File: src/rtl/if_fetch_unit_pkg.sv
// Shared constants for the instruction-fetch stage: FSM encodings, word size, PC step.
package if_fetch_unit_pkg;

  localparam int unsigned InstLen = 32;
  localparam logic [InstLen-1:0] PcInc = 32'd4;

  localparam logic [1:0] S_FETCH = 2'd0;
  localparam logic [1:0] S_HOLD  = 2'd1;
  localparam logic [1:0] S_DRAIN = 2'd2;

  function automatic logic [InstLen-1:0] word_align(input logic [InstLen-1:0] a);
    return {a[InstLen-1:2], 2'b00};
  endfunction

endpackage

File: src/rtl/if_icache.sv
// Direct-mapped instruction cache, one word per line; combinational lookup, registered fill.
module if_icache
  import if_fetch_unit_pkg::*;
#(
  parameter int unsigned LINES = 16
) (
  input  logic               clk_i,
  input  logic               rst_ni,
  input  logic [InstLen-1:0] lookup_addr_i,
  output logic               hit_o,
  output logic [InstLen-1:0] data_o,
  input  logic               fill_en_i,
  input  logic [InstLen-1:0] fill_addr_i,
  input  logic [InstLen-1:0] fill_data_i
);

  localparam int unsigned IdxW = $clog2(LINES);
  localparam int unsigned TagW = InstLen - IdxW - 2;

  logic [LINES-1:0]   valid_q;
  logic [TagW-1:0]    tag_q  [LINES];
  logic [InstLen-1:0] data_q [LINES];

  logic [IdxW-1:0] lidx;
  logic [IdxW-1:0] fidx;
  logic            unused_lo;

  assign lidx      = lookup_addr_i[IdxW+1:2];
  assign fidx      = fill_addr_i[IdxW+1:2];
  assign unused_lo = ^{lookup_addr_i[1:0], fill_addr_i[1:0]};

  always_ff @(posedge clk_i or negedge rst_ni) begin
    if (!rst_ni) begin
      valid_q <= '0;
    end else if (fill_en_i) begin
      valid_q[fidx] <= 1'b1;
    end
  end

  // Tag/data arrays need no reset: valid bits gate every hit.
  always_ff @(posedge clk_i) begin
    if (fill_en_i) begin
      tag_q[fidx]  <= fill_addr_i[InstLen-1:IdxW+2];
      data_q[fidx] <= fill_data_i;
    end
  end

  assign hit_o  = valid_q[lidx] && (tag_q[lidx] == lookup_addr_i[InstLen-1:IdxW+2]);
  assign data_o = data_q[lidx];

endmodule

File: src/rtl/if_fetch_unit.sv
// Instruction-fetch stage: PC ownership, memory fetch, one-entry output slot, redirect flush.
// Optional I-cache is enabled by defining IF_ICACHE_EN.
module if_fetch_unit
  import if_fetch_unit_pkg::*;
#(
  parameter logic [31:0] RESET_PC     = 32'h0,
  parameter int unsigned ICACHE_LINES = 16
) (
  input  logic               clk_in,
  input  logic               rst_in,
  input  logic               rdy_in,
  input  logic               stall_in,
  input  logic               branch_or_not_in,
  input  logic [InstLen-1:0] branch_address_in,
  output logic               fetch_req_out,
  output logic [InstLen-1:0] fetch_addr_out,
  input  logic               fetch_ack_in,
  input  logic [InstLen-1:0] fetch_inst_in,
  output logic               inst_valid_out,
  output logic [InstLen-1:0] inst_out,
  output logic [InstLen-1:0] pc_out
);

  logic [1:0]         state_q, state_d;
  logic [InstLen-1:0] pc_q, pc_d;
  logic               req_q, req_d;
  logic [InstLen-1:0] addr_q, addr_d;
  logic               valid_q, valid_d;
  logic [InstLen-1:0] inst_q, inst_d;
  logic [InstLen-1:0] pco_q, pco_d;
  logic [InstLen-1:0] buf_q, buf_d;

  logic               slot_free;
  logic               ack_mem;
  logic               ack_eff;
  logic [InstLen-1:0] data_eff;
  logic [InstLen-1:0] target;
  logic [InstLen-1:0] next_pc;

  assign slot_free = !valid_q || !stall_in;
  assign ack_mem   = req_q && fetch_ack_in;
  assign target    = word_align(branch_address_in);
  assign next_pc   = pc_q + PcInc;

`ifdef IF_ICACHE_EN
  // With the cache, a new fetch first spends a cycle probing; req is raised only on a miss.
  localparam logic LaunchReq = 1'b0;

  logic               probe_hit;
  logic [InstLen-1:0] probe_data;
  logic               fill_en;

  if_icache #(.LINES(ICACHE_LINES)) u_icache (
    .clk_i        (clk_in),
    .rst_ni       (rst_in),
    .lookup_addr_i(pc_q),
    .hit_o        (probe_hit),
    .data_o       (probe_data),
    .fill_en_i    (fill_en),
    .fill_addr_i  (addr_q),
    .fill_data_i  (fetch_inst_in)
  );

  assign fill_en  = rdy_in && !branch_or_not_in && (state_q == S_FETCH) && ack_mem;
  assign ack_eff  = ack_mem || ((state_q == S_FETCH) && !req_q && probe_hit);
  assign data_eff = ack_mem ? fetch_inst_in : probe_data;
`else
  localparam logic LaunchReq = 1'b1;

  logic unused_cfg;

  assign ack_eff    = ack_mem;
  assign data_eff   = fetch_inst_in;
  assign unused_cfg = ^ICACHE_LINES;
`endif

  always_comb begin
    state_d = state_q;
    pc_d    = pc_q;
    req_d   = req_q;
    addr_d  = addr_q;
    valid_d = valid_q;
    inst_d  = inst_q;
    pco_d   = pco_q;
    buf_d   = buf_q;
    if (rdy_in) begin
      if (valid_q && !stall_in) valid_d = 1'b0;
      if (branch_or_not_in) begin
        pc_d    = target;
        valid_d = 1'b0;
        // Only an outstanding, unanswered request forces a drain.
        if (!req_q || ack_mem) begin
          state_d = S_FETCH;
          req_d   = LaunchReq;
          addr_d  = target;
        end else begin
          state_d = S_DRAIN;
        end
      end else begin
        case (state_q)
          S_FETCH: begin
            if (ack_eff) begin
              if (slot_free) begin
                valid_d = 1'b1;
                inst_d  = data_eff;
                pco_d   = pc_q;
                pc_d    = next_pc;
                req_d   = LaunchReq;
                addr_d  = next_pc;
              end else begin
                buf_d   = data_eff;
                state_d = S_HOLD;
                req_d   = 1'b0;
              end
            end else if (!req_q) begin
              req_d  = 1'b1;
              addr_d = pc_q;
            end
          end
          S_HOLD: begin
            if (slot_free) begin
              valid_d = 1'b1;
              inst_d  = buf_q;
              pco_d   = pc_q;
              pc_d    = next_pc;
              state_d = S_FETCH;
              req_d   = LaunchReq;
              addr_d  = next_pc;
            end
          end
          S_DRAIN: begin
            if (ack_mem) begin
              state_d = S_FETCH;
              req_d   = LaunchReq;
              addr_d  = pc_q;
            end
          end
          default: begin
            state_d = S_FETCH;
            req_d   = 1'b0;
          end
        endcase
      end
    end
  end

  always_ff @(posedge clk_in or negedge rst_in) begin
    if (!rst_in) begin
      state_q <= S_FETCH;
      pc_q    <= RESET_PC;
      req_q   <= 1'b0;
      addr_q  <= '0;
      valid_q <= 1'b0;
      inst_q  <= '0;
      pco_q   <= '0;
      buf_q   <= '0;
    end else begin
      state_q <= state_d;
      pc_q    <= pc_d;
      req_q   <= req_d;
      addr_q  <= addr_d;
      valid_q <= valid_d;
      inst_q  <= inst_d;
      pco_q   <= pco_d;
      buf_q   <= buf_d;
    end
  end

  assign fetch_req_out  = req_q;
  assign fetch_addr_out = addr_q;
  assign inst_valid_out = valid_q;
  assign inst_out       = inst_q;
  assign pc_out         = pco_q;

endmodule
File: config.mk
export PLATFORM = sky130hd
export DESIGN_NAME = if_fetch_unit
export DESIGN_NICKNAME = d
export VERILOG_FILES = /design/src/rtl/if_fetch_unit_pkg.sv /design/src/rtl/if_icache.sv /design/src/rtl/if_fetch_unit.sv
export SDC_FILE = /design/constraint.sdc
export NUM_CORES = 1
export LEC_CHECK = 0
export CAP_MARGIN = 5
export CORE_MARGIN = 1.5
export CORE_UTILIZATION = 35
export DETAILED_ROUTE_END_ITERATION = 10
export HOLD_SLACK_MARGIN = 0.06
export SYNTH_ARGS = -nofsm -noshare
export SYNTH_HDL_FRONTEND = slang
export SYNTH_SLANG_ARGS = --single-unit
File: constraint.sdc
create_clock -name clk_in -period 5 [get_ports clk_in]
set_clock_uncertainty 0.15 [all_clocks]
set_input_delay 1.25 -clock clk_in [delete_from_list [all_inputs] [get_ports clk_in]]
set_output_delay 1.25 -clock clk_in [all_outputs]
set_load 0.01 [all_outputs]
==> metrics.md <==
| Metric | Value |
|---|---|
| IO Count | `168` |
| Die X-Extent | `160.0 microns` |
| Drt pass-1 iters | `7` |
| FF-to-FF setup slack | `1.97 ns` |
| Antenna Violating Nets Remaining | `0` |
| Sw power | `2424 uW` |
| Sequential share of the synthesized area | `0.4644` |
| Synth top cells by count | `dfrtp_1 (160), nor2_1 (78), o21ai_0 (74), nand2_1 (71), a21oi_1 (67)` |
| Period utilisation layout | `0.7320` |
| Ys Warns | `0` |
| Post-Syn Area per Cell | `9.720 sq um` |
| Clk_lat worst skew | `0.43 ns` |
| Critical R2R Capture | `fetch_addr_out[15]` |
| Leading area contributor after synthesis | `dfrtp_1` |
| Sw frac | `0.3802` |
| Cts hold-fix bufs | `0` |
| Most frequent cell after synthesis | `dfrtp_1` |
| Wirelength per Cell | `18.92 microns` |
| CTS Buffer Depth | `2` |
| Hold endpoint | `fetch_addr_out[1]` |
| Crit path arrival time | `3.86 ns` |
| Unique masters post-synth | `69` |
| Tightest hold margin | `0.3520 ns` |
| CP max stage cell | `nor2_1` |
| CP Class | `in -> reg` |
| HPWL Detailed | `16770 microns` |
| WP data required | `5.20 ns` |
| Post-CTS Setup Inserts | `0` |
| Fraction of final layout cells sized beyond drive strength 1 | `0.1299` |
| Setup TNS | `0 ns` |
| Int Power | `3951 uW` |
| Core ar. | `0.02425 sq mm` |
| Final setup viols | `0` |
| Area grow syn2layout | `28.28%` |
| Root Driver | `clkbuf_16` |
| Peak VDD IR | `0.2549 mV` |
| FP Rows | `57` |
| Register area | `0.004004 sq mm` |
| Clock Power Share | `0.201` |
| WL final | `25520 microns` |
| Status | `completed` |
| Peak Freq | `273.2 MHz` |
| Ys async rst share | `1.000` |
| CTS HTree Levels | `4` |
| Syn Std Cell Area | `0.008622 sq mm` |
| Hold Startpoint | `fetch_addr_out[1]` |
| Vias | `7418` |
| Top-area cell type share of the netlist area | `0.4644` |
| GRT Util Overall | `0.2038` |
| Number of synthesized flops with an enable pin | `0` |
| # nets final | `1088` |
| Crit Path Max Fanout | `10` |
| Vias per cell | `5.499` |
| Synth Instances | `887` |
| Starting density of the core | `0.3556` |
| Multi-input gate area | `0.004179 sq mm` |
| Leak | `0.004473 uW` |
| DIE HEIGHT | `160.0 microns` |
| Crit path launch | `fetch_ack_in` |
| CP peak stage delay | `0.64 ns` |
| Clock Sinks | `160` |
| Hold depth | `1` |
| Pwr per Cell Area | `576.4 mW/mm^2` |
| Least-Margin Pin Slew | `1.294 ns` |
| Max cap viols | `0` |
| Yosys reg bits | `160` |
| Synth area leaders | `dfrtp_1 (46%), mux2_2 (8.6%), mux2i_1 (4.8%)` |
| Final weighted congestion in routability-driven placement | `0.8445` |
| Worst setup SP type | `input pin` |
| Length in cells of the worst reg-to-reg path | `8` |
| Reg-to-Reg Start | `state_q[0]` |
| TritonCTS clock tree | `built` |
| CP endpoint kind | `register` |
| RSZ-0062 raised after global routing | `no` |
| DRC | `0` |
| Drt first-iter violations | `519` |
| Crit-path cells | `clkdlybuf4s50_1 -> and3b_1 -> o21a_1 -> nor2_1 -> buf_4 -> mux2_2 -> a21oi_1` |
| Min Tclk post-route | `3.660 ns` |
| Combinational share of power | `0.432` |
| Die area | `0.02559 sq mm` |
| First-pass GRT wire length | `41020 microns` |
| Hold Path Class | `reg -> reg` |
| Port Buf Inserts | `163` |
| Total CTS buffers | `17` |
| Max-Slew Margin vs Limit | `0.1313` |
| Vias in the first global route | `7224` |
| Main synth FF type | `dfrtp_1` |
| PostCTS Resize Cnt | `0` |
| Initial antenna violation count | `1` |
| Fill count | `2354` |
| Sequential share of power | `0.367` |
| Pin count of the biggest net entering global routing | `110` |
| Max Slew Vio Count | `0` |
| Remaining Overflow, GRT | `0` |
| Hold violation count in the final report | `0` |
| Clock-pin slew on the worst setup and hold paths | `0.07 ns` |
power by group through the flow:
stage | registers [uW] | clock network, uW | logic [uW]
floorplan | 2350 | 0 | 1450
global route | 2430 | 1370 | 3010
detailed placement | 2360 | 0 | 2760
CTS | 2350 | 1320 | 2770
finish | 2340 | 1280 | 2750
global placement | 2340 | 0 | 2730
logic make-up (layout without fill, tap and decap cells):
kind of cell    count (synthesis)  in the layout  synth area share
buf+inv                       100            236           0.05340
compound gates                262            262            0.1949
mux                           107            107            0.1338
fa+ha+maj                       6              6          0.008707
xor+xnor                        8              8          0.008127
other cells                     1              3         0.0004349
flops                         160            160            0.4644
simple gates                  243            243            0.1363
state kept, by name (all words and copies together) (netlist names):
name,count
fetch_addr_out,32
buf_q,32
state_q,2
inst_out,32
inst_valid_out,1
pc_out,30
pc_q,30
fetch_req_out,1
worst max-delay path by stage:
stage | end | depth (start not counted)
2_1_floorplan | fetch_addr_out[25] | 7
3_5_place_dp | fetch_addr_out[15] | 7
4_1_cts | fetch_addr_out[15] | 7
5_1_grt | fetch_addr_out[12] | 6
3_3_place_gp | fetch_addr_out[15] | 7
6_report | fetch_addr_out[15] | 7
per-layer routing:
layer | GRT usage | up-vias | routed length, microns
li1 | - | 3482 | -
met1 | 0.2714 | 3621 | 11240
met2 | 0.3115 | 284 | 11500
met3 | 0.06649 | 31 | 2293
met4 | 0.06924 | 0 | 480
met5 | 0 | - | 0
worst max-delay path, delay by kind of cell:
family                 cells  cell delay (ns)
and+or+nand+nor            2             0.88
muxes                      1             0.35
AOI/OAI and AO/OA          2             0.48
buffers and inverters      2             0.89
area by class of cell:
class | instances | area share
inverters | 21 | 0.007127
repair buffers | 184 | 0.1648
well taps | 324 | 0.03665
flip-flops and latches | 160 | 0.3620
clock buffers | 18 | 0.03971
multi-input cells | 628 | 0.3778
clock inverters | 13 | 0.01165
diodes | 1 | 0.0002262
stage by stage:
stage / util / instances / setup slack, ns / area [sq um] / power (uW)
3_3_place_gp: 0.4326 / 1317 / 0.9803 / 10490 / 5071
2_1_floorplan: - / 888 / 1.865 / 8626 / 3797
3_5_place_dp: 0.4326 / 1317 / 0.9214 / 10490 / 5116
6_report: 0.4561 / 1349 / 1.340 / 11060 / 6375
5_1_grt: 0.4560 / 1348 / 1.234 / 11060 / 6811
4_1_cts: 0.4560 / 1348 / 1.373 / 11060 / 6429
placed cells by master (no fill, tap or decap), types with 6 or more instances in the layout:
master,Yosys,routed
o31ai_1,6,6
a221oi_1,17,17
and3_1,11,11
o21ai_0,74,73
o22ai_1,10,10
o211ai_1,7,7
mux2i_1,41,41
inv_1,21,21
xnor2_1,7,7
dfrtp_1,160,160
a211oi_1,7,7
nand3_1,18,18
clkdlybuf4s50_1,0,161
nand2_1,71,71
o221ai_1,6,6
nor3_1,17,17
o21a_1,8,8
nor2_1,78,76
mux2_2,66,66
clkbuf_16,0,17
buf_4,3,18
a21oi_1,67,67
nand4_1,8,8
nor4_1,9,9
and2_1,6,6
a31oi_1,11,11
a22oi_1,10,10
No activity file was read; power rests on OpenSTA's default activity.
